===== config.mk =====
export PLATFORM = sky130hd
export DESIGN_NAME = alu_issue_ctrl
export DESIGN_NICKNAME = d
export VERILOG_FILES = /design/src/rtl/alu_pkg.sv /design/src/rtl/alu_ctrl_regfile.sv /design/src/rtl/alu_issue_ctrl.sv
export SDC_FILE = /design/constraint.sdc
export NUM_CORES = 2
export LEC_CHECK = 0
export BUFFER_PORTS_ARGS = -buffer_cell sky130_fd_sc_hd__buf_2
export CAP_MARGIN = 20
export CORE_ASPECT_RATIO = 1.4
export CORE_MARGIN = 2
export CORE_UTILIZATION = 55
export CTS_CLUSTER_SIZE = 24
export DETAILED_ROUTE_END_ITERATION = 16
export PLACE_DENSITY = 0.73
export REMOVE_ABC_BUFFERS = 1
export SLEW_MARGIN = 5
export SYNTH_ARGS = -nofsm -noshare
export SYNTH_HDL_FRONTEND = slang
export SYNTH_SLANG_ARGS = --single-unit

===== constraint.sdc =====
create_clock -name clk -period 25.5 [get_ports clk]
set_input_delay 2.55 -clock clk [delete_from_list [all_inputs] [get_ports clk]]
set_output_delay 2.55 -clock clk [all_outputs]
set_load 0.05 [all_outputs]

===== src/rtl/alu_pkg.sv =====
// Shared opcode encodings, FSM state type and opcode legality helper for the
// ALU issue controller and its companion ALU model.
package alu_pkg;

  localparam logic [3:0] ALU_ADD    = 4'd0;
  localparam logic [3:0] ALU_SUB    = 4'd1;
  localparam logic [3:0] ALU_MUL    = 4'd2;
  localparam logic [3:0] ALU_SRL    = 4'd3;
  localparam logic [3:0] ALU_SLL    = 4'd4;
  localparam logic [3:0] ALU_AND    = 4'd5;
  localparam logic [3:0] ALU_OR     = 4'd6;
  localparam logic [3:0] ALU_XOR    = 4'd7;
  localparam logic [3:0] ALU_NOT    = 4'd8;
  localparam logic [3:0] ALU_OP_MAX = 4'd8;

  typedef enum logic [1:0] {
    IDLE,
    ISSUE,
    CAPTURE
  } state_e;

  function automatic logic op_illegal(input logic [3:0] op);
    return op > ALU_OP_MAX;
  endfunction

endpackage


===== src/rtl/alu_ctrl_regfile.sv =====
// NREGS x DW register file: two asynchronous read ports, one write path where
// ALU writeback takes priority over a direct load to the same entry.
module alu_ctrl_regfile #(
  parameter  int DW    = 32,
  parameter  int NREGS = 16,
  localparam int AW    = $clog2(NREGS)
) (
  input  logic          clk,
  input  logic          rst,
  input  logic [AW-1:0] ra_addr,
  input  logic [AW-1:0] rb_addr,
  output logic [DW-1:0] ra_data,
  output logic [DW-1:0] rb_data,
  input  logic          wb_en,
  input  logic [AW-1:0] wb_addr,
  input  logic [DW-1:0] wb_data,
  input  logic          ld_en,
  input  logic [AW-1:0] ld_addr,
  input  logic [DW-1:0] ld_data
);

  logic [DW-1:0] mem_q [NREGS];

  assign ra_data = mem_q[ra_addr];
  assign rb_data = mem_q[rb_addr];

  // NOTE: the array is cleared by reset on purpose (all entries read 0 after reset), so it maps to flops, not RAM.
  always_ff @(posedge clk or posedge rst) begin
    if (rst) begin
      for (int i = 0; i < NREGS; i++) mem_q[i] <= '0;
    end else begin
      if (ld_en) mem_q[ld_addr] <= ld_data;
      // Later assignment wins, giving writeback priority on an address clash.
      if (wb_en) mem_q[wb_addr] <= wb_data;
    end
  end

endmodule


===== src/rtl/alu_issue_ctrl.sv =====
// Single-issue initiator for the registered ALU: IDLE -> ISSUE -> CAPTURE.
// Optional sticky-carry flag enabled by defining ALU_CTRL_STICKY_EN.
module alu_issue_ctrl
  import alu_pkg::*;
#(
  parameter  int DW    = 32,
  parameter  int NREGS = 16,
  localparam int AW    = $clog2(NREGS),
  localparam int IW    = 4 + 3 * AW
) (
  input  logic          clk,
  input  logic          rst,
  input  logic          ins_valid,
  output logic          ins_ready,
  input  logic [IW-1:0] ins_word,
  input  logic          ld_en,
  input  logic [AW-1:0] ld_addr,
  input  logic [DW-1:0] ld_data,
  output logic [DW-1:0] alu_a,
  output logic [DW-1:0] alu_b,
  output logic [3:0]    alu_sel,
  input  logic [DW-1:0] alu_y,
  input  logic          alu_carry,
`ifdef ALU_CTRL_STICKY_EN
  input  logic          sticky_clr,
  output logic          sticky_c,
`endif
  output logic          res_valid,
  output logic [DW-1:0] res_data,
  output logic [AW-1:0] res_rd,
  output logic          res_carry,
  output logic          res_err
);

  state_e        state_q, state_d;
  logic [3:0]    op_q;
  logic [AW-1:0] rd_q;
  logic [DW-1:0] alu_a_q, alu_b_q;
  logic [3:0]    alu_sel_q;
  logic          res_valid_q, res_carry_q, res_err_q;
  logic [DW-1:0] res_data_q;
  logic [AW-1:0] res_rd_q;

  logic [3:0]    ins_op;
  logic [AW-1:0] ins_rd, ins_rs1, ins_rs2;
  logic [DW-1:0] rs1_data, rs2_data;
  logic          accept, capture, op_bad, wb_en;

  assign {ins_op, ins_rd, ins_rs1, ins_rs2} = ins_word;
  assign ins_ready = (state_q == IDLE);
  assign accept    = ins_valid & ins_ready;
  assign capture   = (state_q == CAPTURE);
  assign op_bad    = op_illegal(op_q);
  assign wb_en     = capture & ~op_bad;

  alu_ctrl_regfile #(.DW(DW), .NREGS(NREGS)) u_rf (
    .clk     (clk),
    .rst     (rst),
    .ra_addr (ins_rs1),
    .rb_addr (ins_rs2),
    .ra_data (rs1_data),
    .rb_data (rs2_data),
    .wb_en   (wb_en),
    .wb_addr (rd_q),
    .wb_data (alu_y),
    .ld_en   (ld_en),
    .ld_addr (ld_addr),
    .ld_data (ld_data)
  );

  always_comb begin
    state_d = state_q;
    case (state_q)
      IDLE:    if (accept) state_d = ISSUE;
      ISSUE:   state_d = CAPTURE;
      CAPTURE: state_d = IDLE;
      default: state_d = IDLE;
    endcase
  end

  always_ff @(posedge clk or posedge rst) begin
    if (rst) state_q <= IDLE;
    else     state_q <= state_d;
  end

  // NOTE: sequential state uses non-blocking (<=) so every flop samples pre-edge values.
  always_ff @(posedge clk or posedge rst) begin
    if (rst) begin
      op_q        <= '0;
      rd_q        <= '0;
      alu_a_q     <= '0;
      alu_b_q     <= '0;
      alu_sel_q   <= '0;
      res_valid_q <= 1'b0;
      res_data_q  <= '0;
      res_rd_q    <= '0;
      res_carry_q <= 1'b0;
      res_err_q   <= 1'b0;
    end else begin
      res_valid_q <= 1'b0;
      if (accept) begin
        op_q      <= ins_op;
        rd_q      <= ins_rd;
        alu_a_q   <= rs1_data;
        alu_b_q   <= rs2_data;
        alu_sel_q <= ins_op;
      end
      if (capture) begin
        res_valid_q <= 1'b1;
        res_rd_q    <= rd_q;
        res_err_q   <= op_bad;
        res_data_q  <= op_bad ? '0 : alu_y;
        // ALU carry is only meaningful for ADD; it is stale for every other op.
        res_carry_q <= (op_q == ALU_ADD) ? alu_carry : 1'b0;
      end
    end
  end

`ifdef ALU_CTRL_STICKY_EN
  logic sticky_q;

  always_ff @(posedge clk or posedge rst) begin
    if (rst)                                          sticky_q <= 1'b0;
    else if (capture && op_q == ALU_ADD && alu_carry) sticky_q <= 1'b1;
    else if (sticky_clr)                              sticky_q <= 1'b0;
  end

  assign sticky_c = sticky_q;
`endif

  assign alu_a     = alu_a_q;
  assign alu_b     = alu_b_q;
  assign alu_sel   = alu_sel_q;
  assign res_valid = res_valid_q;
  assign res_data  = res_data_q;
  assign res_rd    = res_rd_q;
  assign res_carry = res_carry_q;
  assign res_err   = res_err_q;

endmodule


==> impl_results.md <==
* Status: finished clean
* I/O Buffers at 196
* Setup bufs post-CTS at 0
* Via count at 28500
* Reg-to-reg slack, setup at 21.76 ns
* Hold Path Sink: res_rd[0]$_DFFE_PP0N_
* CTS max path bufs at 3
* # IOs at 197
* Detail Route Antenna Nets at 0
* Primary FF master, synth: dfrtp_1
* CP Data Required Time at 26.02 ns
* Cell Count, Final, Fillers Out at 4169
* Synth Warn # at 0
* Total grt overflow at 0
* Sequential element share of the synthesized area at 0.435
* CP max FO at 37
* Initial antenna violation count at 8
* Core ar. at 0.0644 sq mm
* RSZ-0062 raised after global routing: no
* Pre-CTS setup slack at 19.19 ns
* Worst path slowest cell: and2_2
* Most instantiated cells after synthesis: 643 x mux2i_1, 625 x dfrtp_1, 501 x nor2_1, 481 x a21oi_1, 191 x mux4_2
* Final WS setup at 19.81 ns
* Inserted Clock Buffers at 60
* Achievable Freq at 0.176 GHz
* # DRC at 0
* Chip Height at 306 um
* Synth Register Bits at 625
* Count of pins over their slew limit at 0
* Post-synth top area cell: dfrtp_1
* Die W at 220 um
* Tot GR Track Use at 0.365
* Post-CTS sizing at 0
* Worst-path clk slew at 0.06 ns
* Mapped Area at 0.0359 sq mm
* DP Cell Count at 4045
* Worst-skew pair later-pin latency at 0.66 ns
* Most frequent CP cell: buf_4
* Final period utilization at 0.223
* Ys async rst share at 1.00
* Post-synth EDFFs at 0
* Via density at 6.84
* Worst path arrival time at 6.21 ns
* CTS Sinks at 625
* Leak at 17.1 nW
* Synth top area share at 0.435
* Final-report hold violation count at 0
* Fin Setup TNS at 0 ns
* Crit-path max cell delay at 1.10 ns
* Most common cell in the netlist: mux2i_1
* Worst Skew at 0.0176 ns
* Row count at 110
* RR Startpoint: state_q[0]$_DFFE_PP0P_
* HP Class: reg2reg
* Critical Path Start Type: input port
* Depth of the most critical reg-to-reg path at 7
* Finish-stage setup viols at 0
* Worst Min Path Start: res_rd[0]$_DFFE_PP0N_
* Layout cells sized above 1 at 0.199
* Crit-path cells: buf_6 > buf_4 > buf_4 > and2_2 > a221oi_1 > a22oi_1 > a21oi_1
* Detailed Place HPWL at 65.5 mm
* Largest net degree at the start of global routing at 145
* Htree depth at 2
* Maximum VDD drop at 0.0686 mV
* Maxcap violations at 0
* Slew headroom at 0.194
* Crit Path Class: in2reg
* DR WL/cell at 29.4 um
* Die area at 0.0674 sq mm
* Reg2reg end: u_rf.mem_q[477]$_DFF_PP0_
* Syn Area/Cell at 10.8 sq um
* Min Tclk post-route at 5.69 ns
* CTS tree: done
* Layout Nets at 3361
* RD Place Congestion at 0.851
* Setup crit end kind: flip-flop
* Initial DRT Pass Iterations at 8
* Worst Tran Pin Value at 1.21 ns
* Hold-fix buffers at CTS at 0
* Synth top area cells: dfrtp_1 44%, mux2i_1 18%, mux4_2 12%, a21oi_1 6.7%, nor2_1 5.2%
* Area growth, synth to finish at 9.49%
* Power density cells at 110 mW/mm^2
* Initial DRC count at 3772
* First-pass GRT wire length at 182 mm
* CTS root buffer: clkbuf_16
* Vias in the first global route at 28800
* Synth Instances at 3323
* Initial Util at 0.558
* Final WL at 123 mm
* Post-synth cell types at 46
* WHS Path Cells at 2
==> critical path, delay by kind of cell <==
kind | cells | cell delay (ns)
simple gates | 1 | 1.10
buf+inv | 3 | 1.80
compound gates | 3 | 0.59
==> routing by layer <==
layer	up-vias	wire (um)	global-route usage
met1	14100	44600	0.469
met5	-	46	0
met3	488	13400	0.0838
met2	1899	57300	0.573
met4	8	7140	0.196
li1	12000	-	-
==> area by class of cell <==
cell class / instances / area (sq um)
antenna: 5 / 12.5
inverter: 4 / 22.5
timing repair buffer: 261 / 1590
sequential: 625 / 15600
clock buffer: 84 / 1790
fill: 5144 / 25100
tap: 840 / 1050
multi-input combinational: 2320 / 18800
clock inverter: 30 / 469
==> cells in the final DEF (no fill, tap or decap), types with 4 or more instances in the layout <==
| cell | n |
|---|---|
| nand3b_1 | 5 |
| nand4_4 | 11 |
| mux2_2 | 64 |
| nor2b_1 | 6 |
| o21ai_0 | 148 |
| buf_4 | 63 |
| dfrtp_1 | 625 |
| a21oi_1 | 481 |
| clkbuf_8 | 19 |
| nor2_4 | 11 |
| clkbuf_16 | 61 |
| nor2_1 | 490 |
| nand2_1 | 74 |
| clkbuf_1 | 5 |
| nand4_1 | 4 |
| buf_16 | 4 |
| and2_1 | 4 |
| a22o_1 | 91 |
| a22oi_1 | 64 |
| mux4_2 | 191 |
| diode_2 | 5 |
| clkinv_2 | 12 |
| buf_2 | 190 |
| bufinv_16 | 12 |
| mux2i_1 | 643 |
==> worst max path at each step <==
stage / slack, ns / startpoint / end / depth (start not counted)
6_report: 19.81 / ins_word[4] / alu_a[1]$_DFFE_PP0P_ / 7
3_3_place_gp: 19.28 / ins_word[4] / alu_a[1]$_DFFE_PP0P_ / 7
3_5_place_dp: 19.19 / ins_word[4] / alu_a[1]$_DFFE_PP0P_ / 7
5_1_grt: 19.66 / ins_word[4] / alu_a[1]$_DFFE_PP0P_ / 7
2_1_floorplan: 5.45 / rst / alu_a[0]$_DFFE_PP0P_ / 1
4_1_cts: 19.88 / ins_word[4] / alu_a[1]$_DFFE_PP0P_ / 7
==> through the flow <==
| step | power [mW] | instance area [sq um] | hold WS (ns) | util |
|---|---|---|---|---|
| final | 4.32 | 39300 | 0.477 | 0.611 |
| after CTS | 4.30 | 39200 | 0.483 | 0.608 |
| after global placement | 3.18 | 36900 | 0.453 | 0.573 |
| after floorplan | 2.82 | 34300 | 0.441 | - |
| after global routing | 4.52 | 39300 | 0.515 | 0.611 |
| after detailed placement | 3.27 | 36900 | 0.468 | 0.573 |
==> registers in the layout, indices dropped and copies added, names as in the netlist <==
name        flops
alu_b          32
res_carry       1
alu_sel         4
res_data       32
rd_q            4
res_valid       1
res_err         1
alu_a          32
state_q         2
res_rd          4
u_rf.mem_q    512
==> report_power, final <==
group	total, mW	switching (mW)	internal, mW
clock network	1.03	0.418	0.611
logic	1.46	0.767	0.695
registers	1.83	0.390	1.44
==> cells by family after synthesis <==
kind of cell           count (synthesis)  synth area share
AND/OR/NAND/NOR                      626            0.0732
flip-flops                           625             0.435
multiplexers                         898             0.319
AO/OA/AOI/OAI                        796             0.126
buffers and inverters                378            0.0464
No activity file was read; power rests on OpenSTA's default activity.
